File: config.mk
export PLATFORM = sky130hd
export DESIGN_NAME = if_id_stage
export DESIGN_NICKNAME = d
export VERILOG_FILES = /design/src/rtl/if_id_stage.sv
export SDC_FILE = /design/constraint.sdc
export NUM_CORES = 1
export LEC_CHECK = 0
export CAP_MARGIN = 20
export CORE_MARGIN = 1.5
export CORE_UTILIZATION = 50
export CTS_BUF_LIST = sky130_fd_sc_hd__clkbuf_4 sky130_fd_sc_hd__clkbuf_8 sky130_fd_sc_hd__clkbuf_16
export DETAILED_ROUTE_END_ITERATION = 12
export PLACE_DENSITY = 0.87
export SYNTH_ARGS = -nofsm -noshare
export SYNTH_HDL_FRONTEND = slang
export SYNTH_SLANG_ARGS = --single-unit
File: constraint.sdc
create_clock -name clk -period 5 [get_ports clk]
set_input_delay 1 -clock clk [delete_from_list [all_inputs] [get_ports clk]]
set_output_delay 1 -clock clk [all_outputs]
set_load 0.05 [all_outputs]
File: src/rtl/if_id_stage.sv
// rtl/if_id_stage.sv - RV32 fetch stage and IF/ID register with load-use stall, redirect and imem wait handling.
// Optional IF_ID_PERF_CNT_EN adds stall_cnt/flush_cnt performance counters.
module if_id_stage #(
    parameter logic [31:0] RESET_PC  = 32'h0000_0000,
    parameter logic [31:0] NOP_INSTR = 32'h0000_0013
) (
    input  logic        clk,
    input  logic        rst,
    output logic [31:0] imem_addr,
    output logic        imem_req,
    input  logic [31:0] imem_rdata,
    input  logic        imem_ready,
    input  logic        branch_taken,
    input  logic [31:0] branch_target,
    input  logic        ID_EX_memread,
    input  logic [4:0]  ID_EX_wr_reg,
    output logic [31:0] IF_ID_PC,
    output logic [31:0] IF_ID_instr,
    output logic        IF_ID_valid,
`ifdef IF_ID_PERF_CNT_EN
    output logic [31:0] stall_cnt,
    output logic [31:0] flush_cnt,
`endif
    output logic        pc_stall,
    output logic        id_bubble
);

    logic [31:0] pc;
    logic [4:0]  rs1;
    logic [4:0]  rs2;
    logic        load_use;

    assign rs1 = IF_ID_instr[19:15];
    assign rs2 = IF_ID_instr[24:20];

    // A bubble or flushed entry is never a real consumer, so it cannot stall.
    assign load_use = IF_ID_valid & ID_EX_memread & (ID_EX_wr_reg != 5'd0) &
                      ((ID_EX_wr_reg == rs1) | (ID_EX_wr_reg == rs2));

    assign pc_stall  = load_use & ~branch_taken;
    assign id_bubble = load_use | branch_taken;
    assign imem_req  = ~pc_stall & ~rst;
    assign imem_addr = pc;

    always_ff @(posedge clk) begin
        if (rst) begin
            pc          <= RESET_PC;
            IF_ID_PC    <= 32'd0;
            IF_ID_instr <= NOP_INSTR;
            IF_ID_valid <= 1'b0;
        end else if (branch_taken) begin
            pc          <= {branch_target[31:2], 2'b00};
            IF_ID_PC    <= 32'd0;
            IF_ID_instr <= NOP_INSTR;
            IF_ID_valid <= 1'b0;
        end else if (pc_stall) begin
            pc          <= pc;
            IF_ID_PC    <= IF_ID_PC;
            IF_ID_instr <= IF_ID_instr;
            IF_ID_valid <= IF_ID_valid;
        end else if (!imem_ready) begin
            // Wait state: refetch the same PC and feed decode a bubble.
            pc          <= pc;
            IF_ID_PC    <= 32'd0;
            IF_ID_instr <= NOP_INSTR;
            IF_ID_valid <= 1'b0;
        end else begin
            pc          <= pc + 32'd4;
            IF_ID_PC    <= pc;
            IF_ID_instr <= imem_rdata;
            IF_ID_valid <= 1'b1;
        end
    end

`ifdef IF_ID_PERF_CNT_EN
    always_ff @(posedge clk) begin
        if (rst) begin
            stall_cnt <= 32'd0;
            flush_cnt <= 32'd0;
        end else begin
            if (pc_stall) begin
                stall_cnt <= stall_cnt + 32'd1;
            end
            if (branch_taken) begin
                flush_cnt <= flush_cnt + 32'd1;
            end
        end
    end
`endif

endmodule

### Word-level counts from Yosys, hierarchy flattened

Cells that the tools add are included.
W data, S select, Z words.

| storage, ports and cells | value |
|---|---|
| output and inout bits | 100 |
| flip-flop bits (word level) | 97 |
| bits of input ports | 74 |
| memories kept | 0 |
| memory bits (writable) | 0 |
| latch bits | 0 |
| logic and storage cells | 30 |
| ROM bits | 0 |

| operators by class | value |
|---|---|
| add/sub/neg operators | 1 |
| magnitude comparators | 0 |
| multiply operators | 0 |
| reduce and logical (&&, ||, !) cells | 5 |
| bitwise operators | 10 |
| divide/modulo/power cells | 0 |
| muxes and demuxes | 6 |
| shift operators | 0 |
| eq/ne operators | 3 |

Operators by type and width:

| kind | number |
|---|---|
| $mux W32 | 5 |
| $add A32 B3 Y32 const B | 1 |
| $eq A5 B5 Y1 | 2 |
| $and A1 B1 Y1 | 5 |
| $reduce_bool A5 Y1 | 1 |
| $reduce_and A2 Y1 | 2 |
| $not A1 Y1 | 3 |
| $ne A2 B2 Y1 const B | 1 |
| $or A1 B1 Y1 | 2 |
| $reduce_bool A2 Y1 | 1 |
| $reduce_or A2 Y1 | 1 |
| $mux W1 | 1 |

### Longest topological paths before layout

Gate-level depths: netlist of the first run.

| logic depth | value |
|---|---|
| depth after elaboration | 6 |
| depth in mapped cells | 7 |
| gate-level depth less buffers | 5 |

### Worst setup path before layout of the first run

OpenSTA, ideal clock, no wires.

| path | value |
|---|---|
| kind | input-to-output |
| start | in ID_EX_wr_reg[4] |
| end | out imem_req |
| slack | 0.374 ns |
| arrival time | 3.626 ns |
| stages | 7 |
| data required time | 4.000 ns |
| buffers on the path | 2 |
| cells stage by stage | xnor2_1 -> nand3_1 -> o22a_1 -> clkbuf_1 -> clkbuf_1 -> nor3_1 -> nor2_1 |

| on the way | value |
|---|---|
| longest elaborated chain between the ends | 6 |
| elaborated cells between the ends (all ways) | 9 |
| those cells by class | 2 x eq/ne; 6 x bitwise; 1 x reduce/logical |

Ends and longest elaborated chain:

| what | RTL line | source |
|---|---|---|
| from (decl) | 16 | `input logic [4:0] ID_EX_wr_reg,` |
| $eq A5 B5 Y1 or $reduce_bool A5 Y1 (tied branches) | 38, 37 |  |
| $or A1 B1 Y1 or $and A1 B1 Y1 (tied branches) | 38, 37 |  |
| $and A1 B1 Y1 (*) | 37 | `assign load_use = IF_ID_valid & ID_EX_memread & (ID_EX_wr_reg != 5'd0) &` |
| $and A1 B1 Y1 (*) | 40 | `assign pc_stall = load_use & ~branch_taken;` |
| via pc_stall | 24 | `output logic pc_stall,` |
| $not A1 Y1 (no source line) (*) | -- |  |
| $and A1 B1 Y1 (*) | 42 | `assign imem_req = ~pc_stall & ~rst;` |
| to (decl) | 10 | `output logic imem_req,` |

Mark *: on every way through the listed nets, which the timed path passes. The rest lies on a longest branch.

### Worst setup path after layout of the first run

| path | value |
|---|---|
| start | in ID_EX_wr_reg[0] |
| end | out pc_stall |

| on the way | value |
|---|---|
| longest elaborated chain between the ends | 4 |
| elaborated cells between the ends (all ways) | 7 |
| those cells by class | 2 x eq/ne; 4 x bitwise; 1 x reduce/logical |

Ends and longest elaborated chain:

| what | RTL line |
|---|---|
| $eq A5 B5 Y1 or $reduce_bool A5 Y1 (tied branches) | 38, 37 |
| $or A1 B1 Y1 or $and A1 B1 Y1 (tied branches) | 38, 37 |
| $and A1 B1 Y1 (*) | 37 |
| $and A1 B1 Y1 (*) | 40 |
| to (decl) | 24 |

Mark *: on every way between the ends. The rest lies on a longest branch, timed or not.

==> results.py, run 1 <==
metrics = {
    "status": {
        "status": "finished, final reports clean",
    },
    "setup_path": {
        "crit_arrival_ns": 3.42,
        "required_ns": 4.00,
        "path_delay_family": "buffers and inverters",
        "critPathKind": "in -> out",
        "path_cells": "clkdlybuf4s50_1, xnor2_1, nand3_1, o22a_2, nor3_1, clkdlybuf4s50_1",
        "end_kind": "output port",
        "cp_slowest_cell": "clkdlybuf4s50_1",
        "critPathMaxStageDelay_ns": 0.88,
        "crit_path_frequent_cell": "clkdlybuf4s50_1",
        "start_kind": "input port",
        "cp_max_fo": 4,
        "path_buf_inv": 2,
    },
    "sta": {
        "relSlewSlack": 0.2643,
        "worst_slew_pin_slew_ns": 1.104,
        "rsz0062_at_grt": "no",
        "max_freq_mhz": 226.3,
        "postLayoutSetupSlackWorst_ns": 0.5803,
        "finalClockSkew_ns": 0.01145,
        "final_max_slew_viol_count": 0,
        "fin_tns_setup_ns": 0,
        "fin_crit_sh": 0.8839,
        "timing.final.crit_period_ns": 4.420,
        "finalHoldViolations": 0,
        "setup_viol": 0,
    },
    "floorplan": {
        "floorplan.initialDensity": 0.5164,
        "die-area_mm2": 0.01076,
        "die_w_um": 103.7,
        "die_height_um": 103.7,
        "core_mm2": 0.009819,
        "io_pins": 174,
        "row_count": 36,
    },
    "clock_tree": {
        "cts_made_buffers": 9,
        "h-tree-depth": 3,
        "cts_setup_buffers": 0,
        "hold_buffers": 0,
        "cts_tree": "yes",
        "post_cts_resized": 0,
        "clock_latency_ns": 0.37,
        "cts_max_path_buffers": 2,
        "clock_sinks": 93,
        "path_clk_slew_ns": 0.10,
        "cts-root-buf": "clkbuf_8",
    },
    "global_routing": {
        "track_usage": 0.3006,
        "antenna_found_initial": 0,
        "grt_pass1_wl_mm": 26.92,
        "overflow": 0,
        "grt_max_degree": 104,
        "grt_pass1_vias": 5171,
    },
    "route": {
        "ant_nets": 0,
        "drtIter0Drc": 445,
        "vias": 5741,
        "vias_per_cell": 6.683,
        "first_pass_iters": 5,
        "route.detailed.drc": 0,
        "totalWireLength_mm": 16.85,
        "drt-wirelength-per-cell_um": 19.62,
    },
    "finish": {
        "finalInstanceArea_mm2": 0.006855,
        "final_common_cell": "clkdlybuf4s50_1",
        "regArea_mm2": 0.001862,
        "multiInputGateArea_mm2": 0.002808,
        "antenna_cells": 0,
        "final_cell_count_no_fill": 859,
        "drive_gt1_frac": 0.04821,
        "final_cell_mix": "164 x clkdlybuf4s50_1, 93 x dfxtp_1, 62 x nand4_1, 60 x a21oi_1, 57 x o311ai_0",
        "fillers": 789,
        "syn_to_final_growth_pct": 35.18,
        "nNetsFinal": 796,
    },
    "synthesis": {
        "synthTopCellsByArea": "dfxtp_1 37%, o311ai_0 9.8%, nand4_1 7.6%, a21oi_1 5.9%, clkbuf_1 5.1%",
        "syn_area_mm2": 0.005071,
        "syn_area_per_cell_um2": 8.219,
        "synth_warnings": 0,
        "synth-seq-area-share": 0.3671,
        "synth_top_area_share": 0.3671,
        "synth_cell_types": 43,
        "syn_inst": 617,
        "synth-seq-cells": 93,
        "synthFlopType": "dfxtp_1",
        "synth_top_area_cell": "dfxtp_1",
        "async_flop_share": 0,
        "synth-edff-count": 0,
    },
    "placed_design": {
        "dp_hpwl_mm": 10.44,
        "dpl.cell_count": 843,
        "routabilityCongestion": 0.9109,
        "dp_slack_ns": 0.5780,
        "placed_area_mm2": 0.006634,
        "place.port_buffers": 167,
    },
    "power": {
        "vdd_drop_max_mv": 0.1656,
        "p_total_mw": 1.755,
        "leakagePower_nw": 2.098,
        "pwr_density_cell_mw_per_mm2": 256.0,
    },
    "worst_hold_path": {
        "min_path_type": "reg -> reg",
    },
    "run": {
        "cap_violations": 0,
    },
}
cells in the mapped netlist, types with 10 or more instances:
| cell | number |
|---|---|
| dfxtp_1 | 93 |
| clkbuf_1 | 69 |
| nand4_1 | 62 |
| a21oi_1 | 60 |
| o311ai_0 | 57 |
| nor2_1 | 56 |
| a2111oi_0 | 26 |
| nand2_1 | 17 |
| inv_1 | 16 |
| nand3_1 | 16 |
| a2111oi_1 | 15 |
| o21ai_0 | 13 |
| a21o_1 | 12 |
| a211oi_1 | 10 |
| xnor2_1 | 10 |
kinds of logic after synthesis:
group                    Yosys count  share of synthesized area
AO/OA/AOI/OAI                    225                     0.3360
XOR/XNOR                          10                    0.01727
adder cells (fa/ha/maj)            1                   0.002467
buffers and inverters            103                    0.08463
flip-flops                        93                     0.3671
other                              1                  0.0007395
AND/OR/NAND/NOR                  184                     0.1917
worst register-to-register path: cells and delay by family (launching register included):
family	cells	cell delay, ns
flops	1	0.36
simple gates	1	0.17
buf+inv	1	0.46
compound gates	3	1.25
xor+xnor	1	0.22
final timing paths:
| path | start | endpoint | slack [ns] | depth (start not counted) |
|---|---|---|---|---|
| worst max-delay path | ID_EX_wr_reg[0] | pc_stall | 0.58 | 6 |
| worst min-delay path | IF_ID_instr[2] | IF_ID_instr[2] | 0.47 | 2 |
| worst max register to register | IF_ID_instr[22] | imem_addr[30] | 2.45 | 6 |
| worst min register to register | IF_ID_instr[2] | IF_ID_instr[2] | 0.47 | 2 |
sequential cells by signal (all words and copies together), names as in the netlist:
signal	flops
IF_ID_PC	30
IF_ID_instr	32
IF_ID_valid	1
imem_addr	30
power by group:
group          switching [mW]  total, mW  internal [mW]
sequential             0.0341      0.803          0.769
clock                   0.283      0.568          0.284
combinational           0.246      0.384          0.138
metal layers:
layer | global-route usage | vias up | wire, µm
li1 | - | 2630 | -
met1 | 0.4159 | 2740 | 7009
met2 | 0.4790 | 338 | 8025
met3 | 0.04091 | 33 | 1435
met4 | 0.1101 | 0 | 382
met5 | 0 | - | 0
final cells by class:
type,count,share of cell area
multi-input cells,424,0.4096
flip-flops and latches,93,0.2716
repair buffers,177,0.2533
well taps,133,0.02427
clock buffers,9,0.01807
clock inverters,7,0.01424
inverters,16,0.008943
per-stage QoR:
step	hold slack [ns]	util
6_report	0.4738	0.6981
5_1_grt	0.4917	0.6981
4_1_cts	0.4742	0.6981
3_5_place_dp	0.4605	0.6756
2_1_floorplan	0.6948	-
3_3_place_gp	0.4530	0.6756
Power figures use the tool's default switching activity.
==> run 2, diff against run 1 <==
--- a/config.mk
+++ b/config.mk
@@ -7,10 +7,10 @@
 export LEC_CHECK = 0
 export CAP_MARGIN = 20
 export CORE_MARGIN = 1.5
-export CORE_UTILIZATION = 50
+export CORE_UTILIZATION = 46
 export CTS_BUF_LIST = sky130_fd_sc_hd__clkbuf_4 sky130_fd_sc_hd__clkbuf_8 sky130_fd_sc_hd__clkbuf_16
 export DETAILED_ROUTE_END_ITERATION = 12
-export PLACE_DENSITY = 0.87
+export PLACE_DENSITY = 0.81
 export SYNTH_ARGS = -nofsm -noshare
 export SYNTH_HDL_FRONTEND = slang
 export SYNTH_SLANG_ARGS = --single-unit
==> constraint.sdc (replaced) <==
create_clock -name clk -period 4.6 [get_ports clk]
set_input_delay 0.92 -clock clk [delete_from_list [all_inputs] [get_ports clk]]
set_output_delay 0.92 -clock clk [all_outputs]
set_load 0.05 [all_outputs]
==> results.py, run 2 (same netlist as run 1, synthesis figures left out) <==
metrics = {
    "status": {
        "status": "finished, final reports clean",
    },
    "sta": {
        "timing.final.crit_period_ns": 3.717,
        "relSlewSlack": 0.2526,
        "rsz0062_at_grt": "no",
        "setup_viol": 0,
        "worst_slew_pin_slew_ns": 1.121,
        "finalClockSkew_ns": 0.01047,
        "fin_tns_setup_ns": 0,
        "fin_crit_sh": 0.8080,
        "postLayoutSetupSlackWorst_ns": 0.8832,
        "final_max_slew_viol_count": 0,
        "holdWs_ns": 0.4695,
        "finalHoldViolations": 0,
        "max_freq_mhz": 269.0,
    },
    "clock_tree": {
        "clock_latency_ns": 0.37,
        "clock_sinks": 93,
        "path_clk_slew_ns": 0.09,
        "cts_made_buffers": 9,
        "post_cts_resized": 0,
        "h-tree-depth": 3,
        "cts_tree": "yes",
        "cts_max_path_buffers": 2,
        "cts_setup_buffers": 0,
        "cts-root-buf": "clkbuf_8",
        "hold_buffers": 0,
    },
    "power": {
        "swShare": 0.3310,
        "p_seq_frac": 0.487,
        "pwr_density_cell_mw_per_mm2": 262.7,
        "internal_power_mw": 1.201,
        "power.switching_mw": 0.5942,
        "clkPwrFrac": 0.280,
        "comb_power_share": 0.234,
        "leakagePower_nw": 2.087,
        "vdd_drop_max_mv": 0.1353,
    },
    "floorplan": {
        "io_pins": 174,
        "floorplan.initialDensity": 0.4699,
        "die_height_um": 108.0,
        "die_w_um": 108.0,
        "row_count": 38,
        "die-area_mm2": 0.01166,
        "core_mm2": 0.01079,
    },
    "finish": {
        "largest_register": "IF_ID_instr",
        "largest_reg_flops": 32,
        "nNetsFinal": 796,
        "final_cell_mix": "162 x clkdlybuf4s50_1, 93 x dfxtp_1, 62 x nand4_1, 60 x a21oi_1, 57 x o311ai_0",
        "fillers": 937,
        "final_cell_count_no_fill": 866,
        "drive_gt1_frac": 0.05096,
        "syn_to_final_growth_pct": 34.76,
        "final_common_cell": "clkdlybuf4s50_1",
        "antenna_cells": 0,
    },
    "global_routing": {
        "overflow": 0,
        "grt_max_degree": 101,
        "track_usage": 0.2816,
        "grt_pass1_wl_mm": 26.39,
        "antenna_found_initial": 0,
        "grt_pass1_vias": 5173,
    },
    "setup_path": {
        "crit_arrival_ns": 2.80,
        "critPathKind": "in -> out",
        "required_ns": 3.68,
        "worstRegToRegCells": 5,
        "end_kind": "output port",
        "cp_max_fo": 4,
        "crit_start": "ID_EX_wr_reg[1]",
        "r2r_end": "imem_addr[26]",
        "r2r-start": "imem_addr[9]",
        "start_kind": "input port",
        "cp-endpoint": "imem_req",
        "r2r_slack_ns": 2.17,
    },
    "placed_design": {
        "place.port_buffers": 167,
        "routabilityCongestion": 0.8442,
        "dp_hpwl_mm": 10.44,
        "dpl.cell_count": 850,
        "dp_slack_ns": 0.9165,
    },
    "worst_hold_path": {
        "min_path_type": "reg -> reg",
    },
    "route": {
        "drt-wirelength-per-cell_um": 19.45,
        "vias": 5710,
        "ant_nets": 0,
        "route.detailed.drc": 0,
        "first_pass_iters": 6,
        "totalWireLength_mm": 16.84,
        "drtIter0Drc": 412,
        "vias_per_cell": 6.594,
    },
    "run": {
        "cap_violations": 0,
    },
}
[run 2: cell count changes in the layout (fill, tap and decap cells not counted), sizes merged]
cell	previous run	this run
clkdlybuf4s50	164	162
clkinv	2	3
bufinv	2	0
clkbuf	9	12
inv	17	15
buf	13	15
[run 2: worst min-delay path by stage]
stage	from	endpoint	slack, ns	cells past startpoint
finish	IF_ID_PC[27]	IF_ID_PC[27]	0.47	2
global route	IF_ID_instr[31]	IF_ID_instr[31]	0.49	2
CTS	IF_ID_PC[27]	IF_ID_PC[27]	0.47	2
detailed placement	IF_ID_PC[27]	IF_ID_PC[27]	0.46	2
global placement	IF_ID_PC[2]	IF_ID_PC[2]	0.45	2
floorplan	IF_ID_PC[28]	IF_ID_PC[28]	0.69	2
[run 2: per-layer routing]
layer,GRT usage,part of all wire
met5,0,0
met4,0.1203,0.023
met3,0.03315,0.072
met2,0.4399,0.47
met1,0.3924,0.43
[run 2: through the flow]
step	instance area, µm²	total power [mW]	utilization
after floorplan	5082	1.137	-
after global placement	6663	1.300	0.6173
after detailed placement	6663	1.307	0.6173
after CTS	6834	1.801	0.6332
after global routing	6834	1.865	0.6332
final	6834	1.795	0.6332
[run 2: power by group through the flow]
| stage | sequential [mW] | clock (mW) | combinational [mW] |
|---|---|---|---|
| 3_5_place_dp | 0.891 | 0 | 0.415 |
| 4_1_cts | 0.873 | 0.511 | 0.417 |
| 5_1_grt | 0.879 | 0.543 | 0.443 |
| 2_1_floorplan | 0.989 | 0 | 0.147 |
| 3_3_place_gp | 0.890 | 0 | 0.410 |
| 6_report | 0.874 | 0.502 | 0.420 |
[run 2: final cells by class]
cell class | instances | area, µm² | area share
timing repair buffer | 177 | 1757 | 0.2570
sequential | 93 | 1862 | 0.2724
clock inverter | 4 | 25.02 | 0.003662
inverter | 16 | 61.31 | 0.008971
clock buffer | 12 | 146.4 | 0.02142
tap | 140 | 175.2 | 0.02563
multi-input combinational | 424 | 2808 | 0.4108
[run 2: worst max-delay path, stage by stage]
cell and delay, ns:
clkdlybuf4s50_1 0.48, or4_1 0.59, o211ai_1 0.34, nor3_1 0.14, nor2_1 0.12, buf_4 0.21
==> run 3, diff against run 2 <==
==> constraint.sdc (replaced) <==
create_clock -name clk -period 3.8 [get_ports clk]
set_input_delay 0.76 -clock clk [delete_from_list [all_inputs] [get_ports clk]]
set_output_delay 0.76 -clock clk [all_outputs]
set_load 0.05 [all_outputs]
==> results.py, run 3 (same netlist as run 1, synthesis figures left out) <==
metrics = {
    "status": {
        "status": "finished, final reports clean",
    },
    "finish": {
        "drive_gt1_frac": 0.05234,
        "final_common_cell": "clkdlybuf4s50_1",
        "largest_register": "IF_ID_instr",
        "nNetsFinal": 798,
        "syn_to_final_growth_pct": 36.27,
        "fillers": 932,
        "final_cell_mix": "162 x clkdlybuf4s50_1, 93 x dfxtp_1, 62 x nand4_1, 60 x a21oi_1, 57 x o311ai_0",
        "antenna_cells": 0,
        "largest_reg_flops": 32,
        "final_core_util": 0.6403,
    },
    "route": {
        "drt-wirelength-per-cell_um": 19.62,
        "wirelength_met1_mm": 7.459,
        "vias": 5735,
        "ant_nets": 0,
        "totalWireLength_mm": 16.99,
        "first_pass_iters": 5,
        "route.detailed.drc": 0,
        "met3_length_mm": 1.183,
        "routed.top_layer": "met4",
        "drtIter0Drc": 559,
        "met2_length_mm": 7.934,
        "vias_per_cell": 6.622,
    },
    "sta": {
        "finalClockSkew_ns": 0.01016,
        "worst_slew_pin_slew_ns": 0.8416,
        "relSlewSlack": 0.4389,
        "finalHoldViolations": 0,
        "final_max_slew_viol_count": 0,
        "fin_tns_setup_ns": 0,
        "max_freq_mhz": 295.4,
        "timing.final.crit_period_ns": 3.385,
        "setup_viol": 0,
        "fin_crit_sh": 0.8908,
        "rsz0062_at_grt": "no",
        "holdWs_ns": 0.4707,
    },
    "setup_path": {
        "cp_slowest_cell": "or4_1",
        "path_delay_family": "simple AND/OR/NAND/NOR gates",
        "critPathKind": "in -> out",
        "critPathMaxStageDelay_ns": 0.59,
        "path_cells": "clkdlybuf4s50_1, or4_1, o211ai_1, nor3_2, nor2_1, buf_12",
        "required_ns": 3.04,
        "crit_arrival_ns": 2.62,
        "start_kind": "input port",
        "end_kind": "output port",
        "path_buf_inv": 2,
        "cp_max_fo": 4,
    },
    "power": {
        "vdd_drop_max_mv": 0.1602,
        "leakagePower_nw": 2.126,
        "pwr_density_cell_mw_per_mm2": 327.9,
        "p_total_mw": 2.266,
    },
    "placed_design": {
        "place.port_buffers": 167,
        "routabilityCongestion": 0.8014,
        "dp_hpwl_mm": 10.46,
    },
    "global_routing": {
        "antenna_found_initial": 0,
        "grt_max_degree": 101,
        "track_usage": 0.2822,
        "grt_pass1_vias": 5093,
        "overflow": 0,
        "grt_pass1_wl_mm": 26.36,
    },
    "floorplan": {
        "io_pins": 174,
        "row_count": 38,
        "die_height_um": 108.0,
        "floorplan.initialDensity": 0.4699,
        "core_mm2": 0.01079,
        "die_w_um": 108.0,
        "die-area_mm2": 0.01166,
    },
    "run": {
        "cap_violations": 0,
    },
    "clock_tree": {
        "cts_max_path_buffers": 2,
        "clock_sinks": 93,
        "clock_latency_ns": 0.36,
        "cts_tree": "yes",
        "path_clk_slew_ns": 0.09,
        "hold_buffers": 0,
        "h-tree-depth": 3,
        "cts-root-buf": "clkbuf_8",
        "cts_made_buffers": 9,
        "post_cts_resized": 0,
        "cts_setup_buffers": 0,
    },
    "worst_hold_path": {
        "min_path_type": "reg -> reg",
    },
}
[run 3: tightest hold or removal path, delay by kind of cell, from the launching register on]
| kind | cells | cell delay [ns] |
|---|---|---|
| flops | 1 | 0.31 |
| simple gates | 1 | 0.06 |
| compound gates | 1 | 0.05 |
[run 3: area by class of cell]
type,instances,area [µm²],share of cell area
inverter,16,61.31,0.008872
sequential,93,1862,0.2694
clock inverter,1,30.03,0.004345
tap,140,175.2,0.02535
clock buffer,13,172.7,0.02499
timing repair buffer,179,1797,0.2600
multi-input combinational,424,2813,0.4070
[run 3: per-stage QoR]
stage               area [µm²]  setup WS, ns  instances
floorplan                 5087        0.2516        620
global placement          6688        0.4465        851
detailed placement        6688        0.4228        851
CTS                       6890        0.4143        865
global route              6910        0.3039        866
finish                    6910        0.4150        866
[run 3: path summary, 6_finish.rpt]
| kind | startpoint | slack (ns) | endpoint | cells after the start |
|---|---|---|---|---|
| min reg2reg | IF_ID_PC[24] | 0.47 | IF_ID_PC[24] | 2 |
| max reg2reg | imem_addr[9] | 1.37 | imem_addr[25] | 5 |
| max | ID_EX_wr_reg[1] | 0.42 | imem_req | 6 |
| min | IF_ID_PC[24] | 0.47 | IF_ID_PC[24] | 2 |
[run 3: power by group]
group | internal (mW) | total (mW) | switching, mW
clock network | 0.359 | 0.696 | 0.337
registers | 1.01 | 1.06 | 0.0459
logic | 0.187 | 0.512 | 0.325
total | 1.56 | 2.27 | 0.708
[run 3: metal layers]
metal  up-vias  track usage
met1      2766       0.3845
met2       294       0.4530
met5         -            0
li1       2636            -
met3        39      0.04099
met4         0       0.1062
